**config.mk**
```make
export PLATFORM = sky130hd
export DESIGN_NAME = lsu_rmw
export DESIGN_NICKNAME = d
export VERILOG_FILES = /design/src/rtl/lsu_rmw.sv
export SDC_FILE = /design/constraint.sdc
export NUM_CORES = 1
export LEC_CHECK = 0
export CAP_MARGIN = 5
export CORE_UTILIZATION = 40
export DETAILED_ROUTE_END_ITERATION = 6
export HOLD_SLACK_MARGIN = 0.02
export PLACE_DENSITY_LB_ADDON = 0.25
export SKIP_CTS_REPAIR_TIMING = 1
export SLEW_MARGIN = 25
export SYNTH_ARGS = -nofsm -noshare
export SYNTH_HDL_FRONTEND = slang
export SYNTH_SLANG_ARGS = --single-unit
```
**constraint.sdc**
```tcl
create_clock -name clk_i -period 2.4 [get_ports clk_i]
set_clock_uncertainty 0.05 [all_clocks]
set_input_delay 0.48 -clock clk_i [delete_from_list [all_inputs] [get_ports clk_i]]
set_output_delay 0.48 -clock clk_i [all_outputs]
set_load 0.02 [all_outputs]
```
**src/rtl/lsu_rmw.sv**
```systemverilog
// lsu_rmw: load/store unit between the CPU datapath and a word-wide
// synchronous data RAM with one-cycle read latency.
//
// Loads of byte, halfword or word size are sign- or zero-extended into rdata_o.
// A sub-word store reads the target word, merges the new lane(s) into it and
// writes the word back. A word store is a single write. The core is stalled
// through req/busy/done while an access is in flight.
//
// Ports:
//   clk_i        clock, rising edge
//   reset_ni     asynchronous active-low reset
//   req_i        access request, sampled only when idle
//   we_i         1 = store, 0 = load
//   size_i       00 byte, 01 halfword, 10/11 word
//   unsigned_i   loads: 1 = zero-extend, 0 = sign-extend
//   addr_i       byte address (bits above MEM_AW+1 ignored, address wraps)
//   wdata_i      store data, taken from the LSBs
//   rdata_o      registered load result, changes only on a successful load
//   done_o       one-cycle completion pulse
//   busy_o       high whenever an access is in flight
//   misaligned_o valid with done_o; high = access rejected, no RAM traffic
//   mem_en_o     RAM enable
//   mem_we_o     RAM write enable
//   mem_addr_o   RAM word address
//   mem_wdata_o  RAM write data
//   mem_rdata_i  RAM read data, valid the cycle after a read enable
module lsu_rmw #(
  parameter int unsigned MEM_AW = 10
) (
  input  logic              clk_i,
  input  logic              reset_ni,
  input  logic              req_i,
  input  logic              we_i,
  input  logic [1:0]        size_i,
  input  logic              unsigned_i,
  input  logic [31:0]       addr_i,
  input  logic [31:0]       wdata_i,
  output logic [31:0]       rdata_o,
  output logic              done_o,
  output logic              busy_o,
  output logic              misaligned_o,
  output logic              mem_en_o,
  output logic              mem_we_o,
  output logic [MEM_AW-1:0] mem_addr_o,
  output logic [31:0]       mem_wdata_o,
  input  logic [31:0]       mem_rdata_i
);

  typedef enum logic [2:0] {
    S_IDLE,
    S_RD,
    S_RWAIT,
    S_WR,
    S_DONE
  } state_e;

  state_e              state_q, state_d;
  logic                we_q, we_d;
  logic [1:0]          size_q, size_d;
  logic                uns_q, uns_d;
  logic [MEM_AW+1:0]   addr_q, addr_d;
  logic [31:0]         data_q, data_d;
  logic [31:0]         rdata_q, rdata_d;
  logic                mis_q, mis_d;

  // Address bits above the RAM range are intentionally dropped.
  logic unused_addr_hi;
  assign unused_addr_hi = ^addr_i[31:MEM_AW+2];

  // Request decode
  logic req_word;
  logic req_mis;

  assign req_word = size_i[1];
  assign req_mis  = ((size_i == 2'b01) && addr_i[0]) ||
                    (req_word && (addr_i[1:0] != 2'b00));

  // Lane selection from the returned RAM word
  logic [7:0]  rd_byte;
  logic [15:0] rd_half;
  logic [31:0] load_val;
  logic [31:0] merged;

  always_comb begin
    rd_byte = mem_rdata_i[7:0];
    case (addr_q[1:0])
      2'd0:    rd_byte = mem_rdata_i[7:0];
      2'd1:    rd_byte = mem_rdata_i[15:8];
      2'd2:    rd_byte = mem_rdata_i[23:16];
      default: rd_byte = mem_rdata_i[31:24];
    endcase
    rd_half = addr_q[1] ? mem_rdata_i[31:16] : mem_rdata_i[15:0];
  end

  always_comb begin
    case (size_q)
      2'b00:   load_val = {{24{~uns_q & rd_byte[7]}}, rd_byte};
      2'b01:   load_val = {{16{~uns_q & rd_half[15]}}, rd_half};
      default: load_val = mem_rdata_i;
    endcase
  end

  // Read-modify-write merge: unselected lanes keep the value read from RAM.
  always_comb begin
    merged = mem_rdata_i;
    case (size_q)
      2'b00: begin
        case (addr_q[1:0])
          2'd0:    merged[7:0]   = data_q[7:0];
          2'd1:    merged[15:8]  = data_q[7:0];
          2'd2:    merged[23:16] = data_q[7:0];
          default: merged[31:24] = data_q[7:0];
        endcase
      end
      2'b01: begin
        if (addr_q[1]) begin
          merged[31:16] = data_q[15:0];
        end else begin
          merged[15:0]  = data_q[15:0];
        end
      end
      default: merged = data_q;
    endcase
  end

  // Next-state logic
  always_comb begin
    state_d = state_q;
    we_d    = we_q;
    size_d  = size_q;
    uns_d   = uns_q;
    addr_d  = addr_q;
    data_d  = data_q;
    rdata_d = rdata_q;
    mis_d   = mis_q;

    case (state_q)
      S_IDLE: begin
        if (req_i) begin
          we_d   = we_i;
          size_d = size_i;
          uns_d  = unsigned_i;
          addr_d = addr_i[MEM_AW+1:0];
          data_d = wdata_i;
          mis_d  = req_mis;
          if (req_mis) begin
            state_d = S_DONE;
          end else if (we_i && req_word) begin
            state_d = S_WR;
          end else begin
            state_d = S_RD;
          end
        end
      end
      S_RD: begin
        state_d = S_RWAIT;
      end
      S_RWAIT: begin
        // The store data latch is reused to hold the merged word for WR.
        if (we_q) begin
          data_d  = merged;
          state_d = S_WR;
        end else begin
          rdata_d = load_val;
          state_d = S_DONE;
        end
      end
      S_WR: begin
        state_d = S_DONE;
      end
      S_DONE: begin
        state_d = S_IDLE;
      end
      default: begin
        state_d = S_IDLE;
      end
    endcase
  end

  always_ff @(posedge clk_i or negedge reset_ni) begin
    if (!reset_ni) begin
      state_q <= S_IDLE;
      we_q    <= 1'b0;
      size_q  <= '0;
      uns_q   <= 1'b0;
      addr_q  <= '0;
      data_q  <= '0;
      rdata_q <= '0;
      mis_q   <= 1'b0;
    end else begin
      state_q <= state_d;
      we_q    <= we_d;
      size_q  <= size_d;
      uns_q   <= uns_d;
      addr_q  <= addr_d;
      data_q  <= data_d;
      rdata_q <= rdata_d;
      mis_q   <= mis_d;
    end
  end

  // Outputs
  assign rdata_o      = rdata_q;
  assign done_o       = (state_q == S_DONE);
  assign busy_o       = (state_q != S_IDLE);
  assign misaligned_o = mis_q;
  assign mem_en_o     = (state_q == S_RD) || (state_q == S_WR);
  assign mem_we_o     = (state_q == S_WR);
  assign mem_addr_o   = addr_q[MEM_AW+1:2];
  assign mem_wdata_o  = data_q;

endmodule
```
==> run metrics, run 1 <==
gr ovfl total 0; Multi-input gate area 2248 um2; CP Class reg2out; Seq cells post-synth 84; clk buf depth 2; endpoints failing hold 0; row cnt 38; IO buf count 161; Synth Instances 470; VDD IR-drop max 0.7490 mV; number of library cell types mapped by synthesis 47; max-cap violations 0; synthesized area between 4000 and 5000 um2; power per cell area 1443 nW/um2; final setup fails 0; # fillers around 970; min Tclk post-route 2.307 ns; area delta synth->final 43.82%; fin. max-slew vios 0; status complete, no violations; number of global-route vias before repair roughly 4.4k; final worst path period share 96.12%; worst path cell trace or3_1 -> clkdlybuf4s50_1; Leak Pwr 2.730 nW; Wirelength per Cell 18.90 um; Layout Cells excl Fill 768; worst stage delay on the critical path 0.55 ns; async set-reset flop share out of synthesis 100.0%; Ys Warns 0; CTS tree done; clock-pin transition on the worst setup and hold timing paths 0.06 ns; vias 4284; core region area 11030 um2; GRT Overall Usage 25.11%; DIE AREA 11980 um2; fin area between 6000 and 7000 um2; CTS Root Buffer Type clkbuf_16; Antenna Violating Nets Remaining 0; Pre-Repair DR Iteration Count 5; CP max-delay cell clkdlybuf4s50_1; first-pass GRT wire length 22610 um; CTS Sinks 84; post-layout net count slightly above 700; sequential cell area fraction in the yosys report 45.53%; Slew HR 58.44%; Placed Instance Area 6361 um2; H-tree Lvls 3; final WL roughly 15000 um; dpl cells around 750; mean number of vias per cell 5.578; Worst Hold Class in2async; Fmax approximately 430 MHz; RSZ-0062 raised after global routing no; worst endpoint data arrival time 1.78 ns; Detailed Place HPWL 10870 um; Crit Path Max Fanout 12; Mapped Nets roughly 570; DR iter-0 viols roughly 320; Die H about 110 um; CP required 1.87 ns; Synth Flop Type dfrtp_1; Final Worst Setup Slack roughly 0.093 ns; largest net degree at the start of global routing 50; Initial Util a little over two fifths; Die X approximately 110 um; pre-CTS WS 0.06414 ns; EDFF count, synth 0; RePlAce Congestion around 0.86; Synth Area per Inst 9.823 um2; Crit. End Element output port; Num CTS Buffers 9; crit start category register; antenna cells 0; Ports between 150 and 200; worst skew pair latency approximately 0.33 ns; Post-route DRC 0; TNS Setup 0 ns; worst-margin pin slew 0.6234 ns; initial antenna violation count 0; FF+latch area 2103 um2; layout cells sized above 1 15.45%
==> synthesized netlist by cell type, drive strengths merged, types with 2 or more instances <==
| cell | count | area [um2] |
|---|---|---|
| a21oi | 52 | 297.8 |
| o211ai | 9 | 67.56 |
| nor2 | 46 | 175.2 |
| o221ai | 8 | 70.07 |
| o31ai | 11 | 82.58 |
| o21a | 3 | 22.52 |
| a311oi | 2 | 17.52 |
| nor2b | 6 | 37.54 |
| mux2 | 38 | 442.9 |
| and3b | 2 | 17.52 |
| a22o | 7 | 61.31 |
| inv | 4 | 15.01 |
| and2 | 3 | 18.77 |
| a221oi | 9 | 85.08 |
| clkbuf | 14 | 52.55 |
| nand2b | 10 | 62.56 |
| a211oi | 8 | 60.06 |
| a21o | 2 | 22.52 |
| nand3 | 9 | 45.04 |
| mux2i | 16 | 160.2 |
| nand2 | 54 | 202.7 |
| dfrtp | 84 | 2102 |
| o21ai | 16 | 83.83 |
| or3 | 8 | 50.05 |
| and3 | 8 | 50.05 |
| buf | 30 | 195.2 |
| o22ai | 2 | 12.51 |
==> flip-flops by register name, summed over array words and instances, names as in the netlist <==
signal and count:
we_q 1, state_q 3, misaligned_o 1, mem_wdata_o 32
rdata_o 32, addr_q 12, size_q 2, uns_q 1
==> path summary, 6_finish.rpt <==
check | start | end | slack, ns | depth (start not counted)
min in group clk_i | rdata_o[1]$_DFFE_PN0P_ | rdata_o[1]$_DFFE_PN0P_ | 0.44 | 2
max in group asynchronous | reset_ni | mem_wdata_o[13]$_DFFE_PN0P_ | 1.61 | 2
setup / recovery | state_q[1]$_DFFE_PN0P_ | busy_o | 0.09 | 2
hold reg to reg | rdata_o[1]$_DFFE_PN0P_ | rdata_o[1]$_DFFE_PN0P_ | 0.44 | 2
hold / removal | reset_ni | rdata_o[23]$_DFFE_PN0P_ | 0.05 | 1
setup reg to reg | state_q[0]$_DFFE_PN0P_ | rdata_o[2]$_DFFE_PN0P_ | 0.28 | 5
==> cell type report <==
cell class                 count  area share [%]
clock buffer                  11           3.806
inverter                       5          0.2826
timing repair buffer         187           27.36
clock inverter                 4          0.3769
sequential                    84           31.68
tap                          140           2.638
multi-input combinational    337           33.86
==> worst max-delay path, delay by kind of cell (launching register included) <==
| family | cells | cell delay, ns |
|---|---|---|
| buf+inv | 1 | 0.55 |
| flops | 1 | 0.48 |
| simple gates | 1 | 0.41 |
==> cell families (layout without fill, tap and decap cells) <==
family                 count (synthesis)  in the layout  share of synthesized area (%)
AOI/OAI and AO/OA                    131            131                          19.89
buffers and inverters                 49            207                          5.772
DFF                                   84             84                          45.53
muxes                                 55             55                          13.55
and+or+nand+nor                      151            151                          15.26
==> per-stage QoR <==
stage	utilization, %	power (mW)	hold slack (ns)
2_1_floorplan	-	6.122	0.1344
3_3_place_gp	57.67	8.125	0.4112
3_5_place_dp	57.67	8.250	0.4205
4_1_cts	60.19	9.599	0.06294
5_1_grt	60.20	10.19	0.07598
6_report	60.20	9.579	0.05215
==> cell usage in the layout, fill, tap and decap left out, types with 9 or more instances in the layout <==
cell / n
dfrtp_1: 83
buf_4: 26
o31ai_1: 11
clkdlybuf4s50_1: 160
mux2i_1: 16
nand2b_1: 10
clkbuf_16: 9
o21ai_0: 13
a21oi_1: 42
nand3_1: 9
mux2_2: 34
nand2_1: 54
a21oi_2: 10
nor2_1: 45
o211ai_1: 9
==> where the power goes <==
group	switching [mW]	internal, mW
clock	0.575	0.749
combinational	2.87	2.62
sequential	0.619	2.15
total	4.07	5.51
==> routing by layer <==
metal | up-vias | share of wire (%) | track usage [%]
met2 | 224 | 45 | 38.32
met5 | - | 0 | 0
met3 | 41 | 9.2 | 6.758
li1 | 1983 | - | -
met1 | 2036 | 42 | 33.64
met4 | 0 | 3.3 | 10.48
Note: power is estimated with default switching activity, not from simulation.
==> run 2, diff against run 1 <==
--- a/config.mk
+++ b/config.mk
@@ -8,6 +8,7 @@
 export CAP_MARGIN = 5
 export CORE_UTILIZATION = 40
 export DETAILED_ROUTE_END_ITERATION = 6
+export GPL_TIMING_DRIVEN = 1
 export HOLD_SLACK_MARGIN = 0.02
 export PLACE_DENSITY_LB_ADDON = 0.25
 export SKIP_CTS_REPAIR_TIMING = 1
==> results of run 2 <==
Same layout as run 1: the final DEF is identical, and so are final timing and power.
==> run 3, diff against run 2 <==
--- a/config.mk
+++ b/config.mk
@@ -8,7 +8,7 @@
 export CAP_MARGIN = 5
 export CORE_UTILIZATION = 40
 export DETAILED_ROUTE_END_ITERATION = 6
-export GPL_TIMING_DRIVEN = 1
+export GPL_TIMING_DRIVEN = 0
 export HOLD_SLACK_MARGIN = 0.02
 export PLACE_DENSITY_LB_ADDON = 0.25
 export SKIP_CTS_REPAIR_TIMING = 1
==> run metrics, run 3 (synthesis results as in run 1) <==
number of global-route vias before repair 4395; CTS Sinks 84; Crit Path Max Fanout 10; largest net degree at the start of global routing just over 50; Crit. End Element output port; DIE AREA 11980 um2; row cnt 38; CP required ~1.9 ns; worst endpoint data arrival time roughly 1.8 ns; core region area 11030 um2; gr ovfl total 0; fin. max-slew vios 0; worst skew pair latency between 0.3 and 0.4 ns; Post-route DRC 0; first-pass GRT wire length ~23000 um; Die H between 100 and 150 um; Wirelength per Cell between 15 and 20 um; vias 4429; initial antenna violation count 0; Pre-Repair DR Iteration Count 5; worst path cell trace buf_2 -> nor2_1 -> and2_1 -> clkdlybuf4s50_1; CP max-delay cell clkdlybuf4s50_1; antenna cells 0; max-cap violations 0; commonest non-fill, non-tap cell in the layout clkdlybuf4s50_1; Antenna Violating Nets Remaining 0; mean number of vias per cell 5.621; final worst path period share 95.38%; Detailed Place HPWL 11470 um; CTS tree done; RePlAce Congestion around 0.89; CTS Root Buffer Type clkbuf_16; power per cell area around 1500 nW/um2; VDD IR-drop max 0.6978 mV; worst stage delay on the critical path 0.60 ns; Final Util between 60% and 70%; pre-CTS WS -0.09756 ns; TNS Setup 0 ns; Final Worst Setup Slack 0.1108 ns; IO buf count 161; final WL between 15000 and 20000 um; status complete, no violations; highest-count cells in the layout ignoring fill and taps 159 x clkdlybuf4s50_1, 84 x dfrtp_1, 54 x nand2_1, 45 x nor2_1, 42 x a21oi_1; Leak Pwr around 2.8 nW; Fmax 436.8 MHz; RSZ-0062 raised after global routing no; CP Class reg2out; layout cells sized above 1 approximately 15%; clk buf depth 2; endpoints failing hold 0; # fillers 952; Worst Hold Class in2async; worst-margin pin slew 0.5755 ns; crit start category register; fin area 6711 um2; Die X 109.4 um; clock-pin transition on the worst setup and hold timing paths around 0.06 ns; H-tree Lvls 3; Placed Instance Area between 6000 and 7000 um2; GRT Overall Usage 26.02%; final setup fails 0; Slew HR 61.46%; Ports 182; area delta synth->final 45.37%; Initial Util 41.86%; Num CTS Buffers 9; min Tclk post-route 2.289 ns; DR iter-0 viols 363; post-layout net count 746
run 3: critical path, delay by kind of cell, from the launching register on:
kind | cells | cell delay [ns]
and+or+nand+nor | 2 | 0.28
buffers and inverters | 2 | 0.77
DFF | 1 | 0.37
run 3: path summary, 6_finish.rpt:
path	to	startpoint	slack (ns)	cells after the start
min reg2reg	rdata_o[2]$_DFFE_PN0P_	rdata_o[2]$_DFFE_PN0P_	0.45	2
max in group asynchronous	mem_wdata_o[12]$_DFFE_PN0P_	reset_ni	1.63	2
min	rdata_o[25]$_DFFE_PN0P_	reset_ni	0.05	1
max reg2reg	mem_wdata_o[10]$_DFFE_PN0P_	addr_q[1]$_DFFE_PN0P_	0.20	6
max	done_o	state_q[1]$_DFFE_PN0P_	0.11	4
min in group clk_i	rdata_o[2]$_DFFE_PN0P_	rdata_o[2]$_DFFE_PN0P_	0.45	2
run 3: through the flow:
step                      std cells  power, mW  hold slack [ns]
after detailed placement        772      8.424           0.4201
after global routing            788      10.37          0.07718
final                           788      9.752          0.04743
after global placement          771      8.269           0.4321
after floorplan                 470      6.122           0.1344
after CTS                       788      9.762          0.06143
run 3: final cells by class:
cell class,instances,area [um2],share of cell area (%)
Clock buffer,12,256.5,3.822
Clock inverter,4,23.77,0.3542
Inverter,5,18.77,0.2796
Buffer,44,247.7,3.691
Tap cell,140,175.2,2.610
Multi-Input combinational cell,337,2248,33.50
Sequential cell,84,2102,31.32
Timing Repair Buffer,162,1639,24.42
run 3: routing by layer:
metal | track usage [%] | part of all wire (%) | up-vias
met5 | 0 | 0 | -
met4 | 12.57 | 3.6 | 0
met3 | 4.624 | 8.9 | 42
met2 | 40.79 | 45 | 237
met1 | 34.77 | 43 | 2121
li1 | - | - | 2029
run 3: report_power, final:
part           total [mW]  internal (mW)  switching, mW
clock                1.31          0.754          0.557
combinational        5.75           2.69           3.05
sequential           2.69           2.15          0.544
total                9.75           5.60           4.15
